==> config.mk <==
export PLATFORM = sky130hd
export DESIGN_NAME = mod4051_residue_accumulator
export DESIGN_NICKNAME = d
export VERILOG_FILES = /design/src/rtl/mod4051_residue_accumulator.sv
export SDC_FILE = /design/constraint.sdc
export NUM_CORES = 1
export LEC_CHECK = 0
export CORE_UTILIZATION = 60
export CTS_BUF_LIST = sky130_fd_sc_hd__clkbuf_16
export DETAILED_ROUTE_END_ITERATION = 10
export PLACE_DENSITY = 0.89
export SLEW_MARGIN = 20
export SYNTH_ARGS = -nofsm -noshare
export SYNTH_HDL_FRONTEND = slang
export SYNTH_SLANG_ARGS = --single-unit
==> constraint.sdc <==
create_clock -name clk -period 4.7 [get_ports clk]
set_input_delay 0.705 -clock clk [delete_from_list [all_inputs] [get_ports clk]]
set_output_delay 0.705 -clock clk [all_outputs]
set_load 0.01 [all_outputs]
==> src/rtl/mod4051_residue_accumulator.sv <==
// mod4051_residue_accumulator
// Sums a stream of 12-bit partial residues modulo MODULUS and presents the
// final residue of the frame, plus a flag when the term count is not N_TERMS.
//
// Ports:
//   clk, rst_n   rising-edge clock, asynchronous active-low reset
//   clr          synchronous abort of the current frame and any pending result
//   in_valid     partial residue beat valid
//   in_ready     block accepts a beat this cycle (decoded from state only)
//   in_residue   partial residue, nominally < MODULUS
//   in_last      final beat of a frame
//   res_valid    final residue available
//   res_ready    downstream consumes the result
//   res_value    final residue in [0, MODULUS-1]
//   res_err      frame term count differed from N_TERMS
module mod4051_residue_accumulator #(
    parameter int unsigned MODULUS = 4051,
    parameter int unsigned W       = 12,
    parameter int unsigned N_TERMS = 67,
    parameter int unsigned CNT_W   = 8
) (
    input  logic         clk,
    input  logic         rst_n,
    input  logic         clr,
    input  logic         in_valid,
    output logic         in_ready,
    input  logic [W-1:0] in_residue,
    input  logic         in_last,
    output logic         res_valid,
    input  logic         res_ready,
    output logic [W-1:0] res_value,
    output logic         res_err
);

    localparam logic [W-1:0]     MOD_W     = W'(MODULUS);
    localparam logic [W:0]       MOD_W1    = (W+1)'(MODULUS);
    localparam logic [CNT_W-1:0] CNT_MAX   = '1;
    localparam logic [CNT_W-1:0] CNT_TERMS = CNT_W'(N_TERMS);

    typedef enum logic {
        ACCUM = 1'b0,
        OUT   = 1'b1
    } state_t;

    state_t           state, state_d;
    logic [W-1:0]     acc, acc_d;
    logic [CNT_W-1:0] cnt, cnt_d;
    logic [W-1:0]     res_value_d;
    logic             res_err_d;

    logic [W-1:0]     norm;
    logic [W:0]       sum;
    logic [W-1:0]     acc_sum;
    logic [CNT_W-1:0] cnt_inc;

    // Datapath: one subtraction normalises any W-bit input since 2^W-1 < 2*MODULUS
    always_comb begin
        norm    = (in_residue >= MOD_W) ? in_residue - MOD_W : in_residue;
        sum     = {1'b0, acc} + {1'b0, norm};
        acc_sum = (sum >= MOD_W1) ? W'(sum - MOD_W1) : W'(sum);
        cnt_inc = (cnt == CNT_MAX) ? cnt : cnt + CNT_W'(1);
    end

    // Next-state and next-value logic
    always_comb begin
        state_d     = state;
        acc_d       = acc;
        cnt_d       = cnt;
        res_value_d = res_value;
        res_err_d   = res_err;
        if (clr) begin
            state_d = ACCUM;
            acc_d   = '0;
            cnt_d   = '0;
        end else begin
            case (state)
                ACCUM: begin
                    if (in_valid && in_ready) begin
                        if (in_last) begin
                            res_value_d = acc_sum;
                            res_err_d   = (cnt_inc != CNT_TERMS);
                            acc_d       = '0;
                            cnt_d       = '0;
                            state_d     = OUT;
                        end else begin
                            acc_d = acc_sum;
                            cnt_d = cnt_inc;
                        end
                    end
                end
                OUT: begin
                    if (res_ready) begin
                        state_d = ACCUM;
                    end
                end
                default: state_d = ACCUM;
            endcase
        end
    end

    // State and output registers; handshake flags follow the next state
    always_ff @(posedge clk or negedge rst_n) begin
        if (!rst_n) begin
            state     <= ACCUM;
            acc       <= '0;
            cnt       <= '0;
            res_value <= '0;
            res_err   <= 1'b0;
            in_ready  <= 1'b1;
            res_valid <= 1'b0;
        end else begin
            state     <= state_d;
            acc       <= acc_d;
            cnt       <= cnt_d;
            res_value <= res_value_d;
            res_err   <= res_err_d;
            in_ready  <= (state_d == ACCUM);
            res_valid <= (state_d == OUT);
        end
    end

endmodule

# Word level (Yosys, flattened, before mapping)
# Cells that the tools add are included.
# W data, S select, Z words.
# word_totals
regBits,35
latchBits,0
ram_bits,0
romBits,0
in_bits,18
elab_cells,38
n_memories,0
# classes
add_sub_neg,4
mul,0
n_div,0
magnitude_cmp,2
eq_ne,3
n_shift,0
muxes,16
bitwise,3
reduce_logical,4
# ops
operator,n
$mux W12,6
$mux W8,5
$sub A12 B12 Y12 const B,2
$add A12 B12 Y13,1
$ge A13 B12 Y1 const B,1
$ge A12 B12 Y1 const B,1
$add A8 B1 Y8 const B,1
$eq A8 B8 Y1 const B,1
$ne A8 B7 Y1 const B,1
$mux W1,4
$reduce_and A4 Y1,1
$not A1 Y1,3
$ne A2 B2 Y1 const B,1
$pmux W1 S2,1
$reduce_and A2 Y1,1
$reduce_bool A2 Y1,1
$logic_and A1 B1 Y1,1

# Logic depth before layout (Yosys ltp)
# logic_depth
ltp_word,9
mapped_depth,19
depth_no_buf,16

# Least setup slack after synthesis
# OpenSTA, ideal clock, no wires.
# synth_path
kind,input to register
start,in in_residue[0]
end,reg acc[8]
setup_ns,0.122
arrival_time_ns,4.468
path_slack_ns,0.110
path_stages,16
path_buffers,0
cell_sequence,ha_1 -> or3_1 -> a21oi_1 -> nor3_1 -> xor2_1 -> ha_1 -> inv_1 -> fa_1 -> xnor2_1 -> a21o_1 -> o21ba_2 -> o21ai_1 -> a31o_2 -> a41oi_4 -> or4_4 -> a32o_1
# synth_via
elab_chain_len,9
elab_cells_between_ends,11
cone_classes,3 x add/sub; 2 x order compare; 6 x mux
# synth_rtl
element,line,source
"start, declared",27,"input logic [W-1:0] in_residue,"
$sub A12 B12 Y12 or $ge A12 B12 Y1 (tied branches),58,norm = (in_residue >= MOD_W) ? in_residue - MOD_W : in_residue;
$mux W12 *,58,
$add A12 B12 Y13 *,59,"sum = {1'b0, acc} + {1'b0, norm};"
$sub A12 B12 Y12 or $ge A13 B12 Y1 (tied branches),60,acc_sum = (sum >= MOD_W1) ? W'(sum - MOD_W1) : W'(sum);
$mux W12 *,60,
$mux W12 *,79,if (in_last) begin
$mux W12 *,78,if (in_valid && in_ready) begin
$mux W12 *,76,case (state)
$mux W12 *,71,if (clr) begin
"end signal, assigned",105,acc <= '0;
"end signal, assigned",113,acc <= acc_d;
"end, declared",46,"logic [W-1:0] acc, acc_d;"
# Every way passes the cells marked *; elsewhere a longest branch is shown, timed or not. The select of a mux whose other input is x is not followed.
# A chain may end at the register's enable or synchronous reset.

# Worst setup path in the final report
# layout_path
start,in in_residue[2]
end,reg acc[6]
# Same word-level chain as after synthesis.

==> metrics.txt <==
root buf cell clkbuf_16; post-route setup slack -273 ps; share of cells above drive strength 1 between 20% and 30%; pin count of the biggest net entering global routing 36; final setup fails 5; area of the mapped netlist approximately 0.0028 sq mm; syn nets between 300 and 400; Worst Path Class, Setup primary input to flip-flop; vias between 3000 and 4000; worst hold path class flip-flop to flip-flop; worst skew pair latency 280 ps; Cell variety after synth 63; CTS tree yes; main flop type after synthesis dfrtp_1; uppermost layer routed met4; core area about 0.0044 sq mm; Final Cycle Share 106%; Synth top area share between 30 and 40%; gr ovfl total 0; fin util between 80% and 90%; Worst setup EP type flip-flop; Clock Skews 8.47 ps; H-tree depth 2; Routed WL per cell a little over 20 um; ant diodes 0; initial antenna violation count 0; vias in the first global route between 2000 and 3000; commonest non-fill, non-tap cell in the layout buf_4; WL met1 3670 um; status finished, violations left; Async SR Flop Fraction between 90% and 100%; Setup crit start kind primary input; crit-path max FO 6; vias per inst ~6.7; synthesized instance count around 330; max_slew headroom approximately 47%; Area growth syn-to-layout 35.4%; Reg clk slew, reported paths 50 ps; total track usage 33.8%; Seq cells post-synth 35; drt drc 0; DRT Pass-1 Iters 5; register area share after synthesis around a third; Ys Warns 0; Post-DP HPWL roughly 5700 um; Pleak ~1.7 nW; port bufs 32; routed wire length roughly 9300 um; most frequent cells in the layout buf_4 (49), dfrtp_1 (34), clkdlybuf4s50_1 (30), nand2_1 (29), nor2_1 (28); PD cells 354 mW/mm^2; post-layout min period ~5000 ps; GP Congestion 0.861; nets approximately 440; Std-Cell Rows 24; area of the die between 0.004 and 0.005 sq mm; first-pass GRT wire length roughly 13000 um; Die H 70.3 um; r2r setup slk between 1000 and 1500 ps; Clock Tree Buf Depth 2; Worst VDD drop about 0.35 mV; TritonCTS buffer count 5; initial core utilization 63.3%; WL met3 roughly 680 um; Tot Pwr around 1.3 mW; Layout fillers roughly 230; number of synthesized flops with an enable pin 0; num ports 33; number of max-cap violations 0; Sink Count 35; Die W approximately 70 um; pre-CTS setup slack -491 ps; violated checks setup timing; Post-CTS Hold Buffers 0; routed wl met2 roughly 4500 um; Worst Tran Pin Value about 790 ps; Routed Antenna Nets 0; WP data required 4910 ps; max-slew violation count 0; largest cells by area after synthesis dfrtp_1 (30%), ha_1 (6.7%), nand2_1 (3.9%), nand3_1 (3.8%), nor2_1 (3.8%); DR iter-0 viols approximately 380; CP arrival roughly 5200 ps; Yosys top cell by area dfrtp_1; FMAX about 200 MHz; Mapped Avg Cell Area roughly 8.5 sq um; final hold viol count 0; total negative slack -363 ps
[critical path, cell delays in order]
cell	delay, ps
clkdlybuf4s50_1	450
or3_4	420
a21oi_4	160
nor3_4	70
buf_6	140
nand2_1	110
xnor2_1	100
ha_1	250
nor2_1	390
a21boi_4	130
or4b_4	550
a31oi_4	200
and3_4	220
a41oi_4	160
buf_6	190
buf_4	140
nor4_1	550
or3_1	240
[area by class of cell]
class                      instances  area (sq um)  share of cell area (%)
sequential                        35           877                    23.2
tap                               52          65.1                    1.72
clock buffer                       5           125                    3.31
multi-input combinational        275          1960                    51.7
inverter                           7          26.3                   0.694
clock inverter                     3          12.5                   0.331
timing repair buffer              84           721                    19.0
[registers in the layout, indices dropped and copies added, names as in the netlist]
signal / cells
res_value: 12
state: 1
acc: 12
res_err: 1
cnt: 8
in_ready: 1
[metrics by stage]
stage | instances | area, sq um | hold WS, ps
floorplan | 328 | 2800 | 409
global placement | 445 | 3470 | 461
detailed placement | 445 | 3470 | 498
CTS | 453 | 3620 | 509
global route | 461 | 3780 | 531
finish | 461 | 3780 | 506
[cell usage after synthesis, drive strengths merged (2+ instances only)]
library cell / number
mux2: 3
or2: 4
and4: 2
dfrtp: 34
nor2b: 5
buf: 2
nand2: 29
a31oi: 11
nand2b: 7
or3: 9
mux2i: 3
and3: 5
a32o: 3
nand3: 21
and2: 7
ha: 15
xor2: 6
o21a: 4
a22oi: 4
inv: 7
a31o: 2
nand4: 3
a32oi: 2
xnor2: 8
o21ai: 23
or4: 7
nor2: 28
a211oi: 4
a21o: 6
a211o: 2
nand3b: 3
a21oi: 19
o31ai: 3
clkbuf: 9
nor3: 11
[logic make-up after synthesis]
logic type,count (synthesis),share of synthesized area [%]
xor+xnor,14,4.92
compound gates,95,24.4
flops,35,31.4
fa+ha+maj,16,7.43
mux,6,2.28
simple gates,144,27.0
buf+inv,18,2.60
[routing by layer]
layer,vias up,GRT usage [%]
met1,1473,42.2
met3,55,8.23
met2,178,57.7
li1,1391,-
met4,0,9.56
met5,-,0
[what timing repair did]
| item | 4_1_cts | 5_1_grt |
|---|---|---|
| endpoints found under the setup margin | 19 | 19 |
| pin swaps | 0 | 20 |
| setup buffers | 0 | 7 |
| gates cloned | 0 | 1 |
| gates resized for setup | 4 | 22 |
[power by group]
| group | internal (mW) | leakage (nW) | switching [mW] | total (mW) |
|---|---|---|---|---|
| sequential | 0.352 | 0.452 | 0.0381 | 0.390 |
| combinational | 0.304 | 1.15 | 0.328 | 0.632 |
| clock | 0.191 | 0.0762 | 0.125 | 0.317 |
[worst paths after layout]
path,start,end,cells past startpoint
setup / recovery,in_residue[2],acc[6],18
hold / removal,acc[10],acc[10],2
setup reg to reg,acc[3],acc[6],11
hold reg to reg,acc[10],acc[10],2
max in group asynchronous,rst_n,in_ready,2
min in group asynchronous,rst_n,state,2
(Power assumes the default switching activity.)
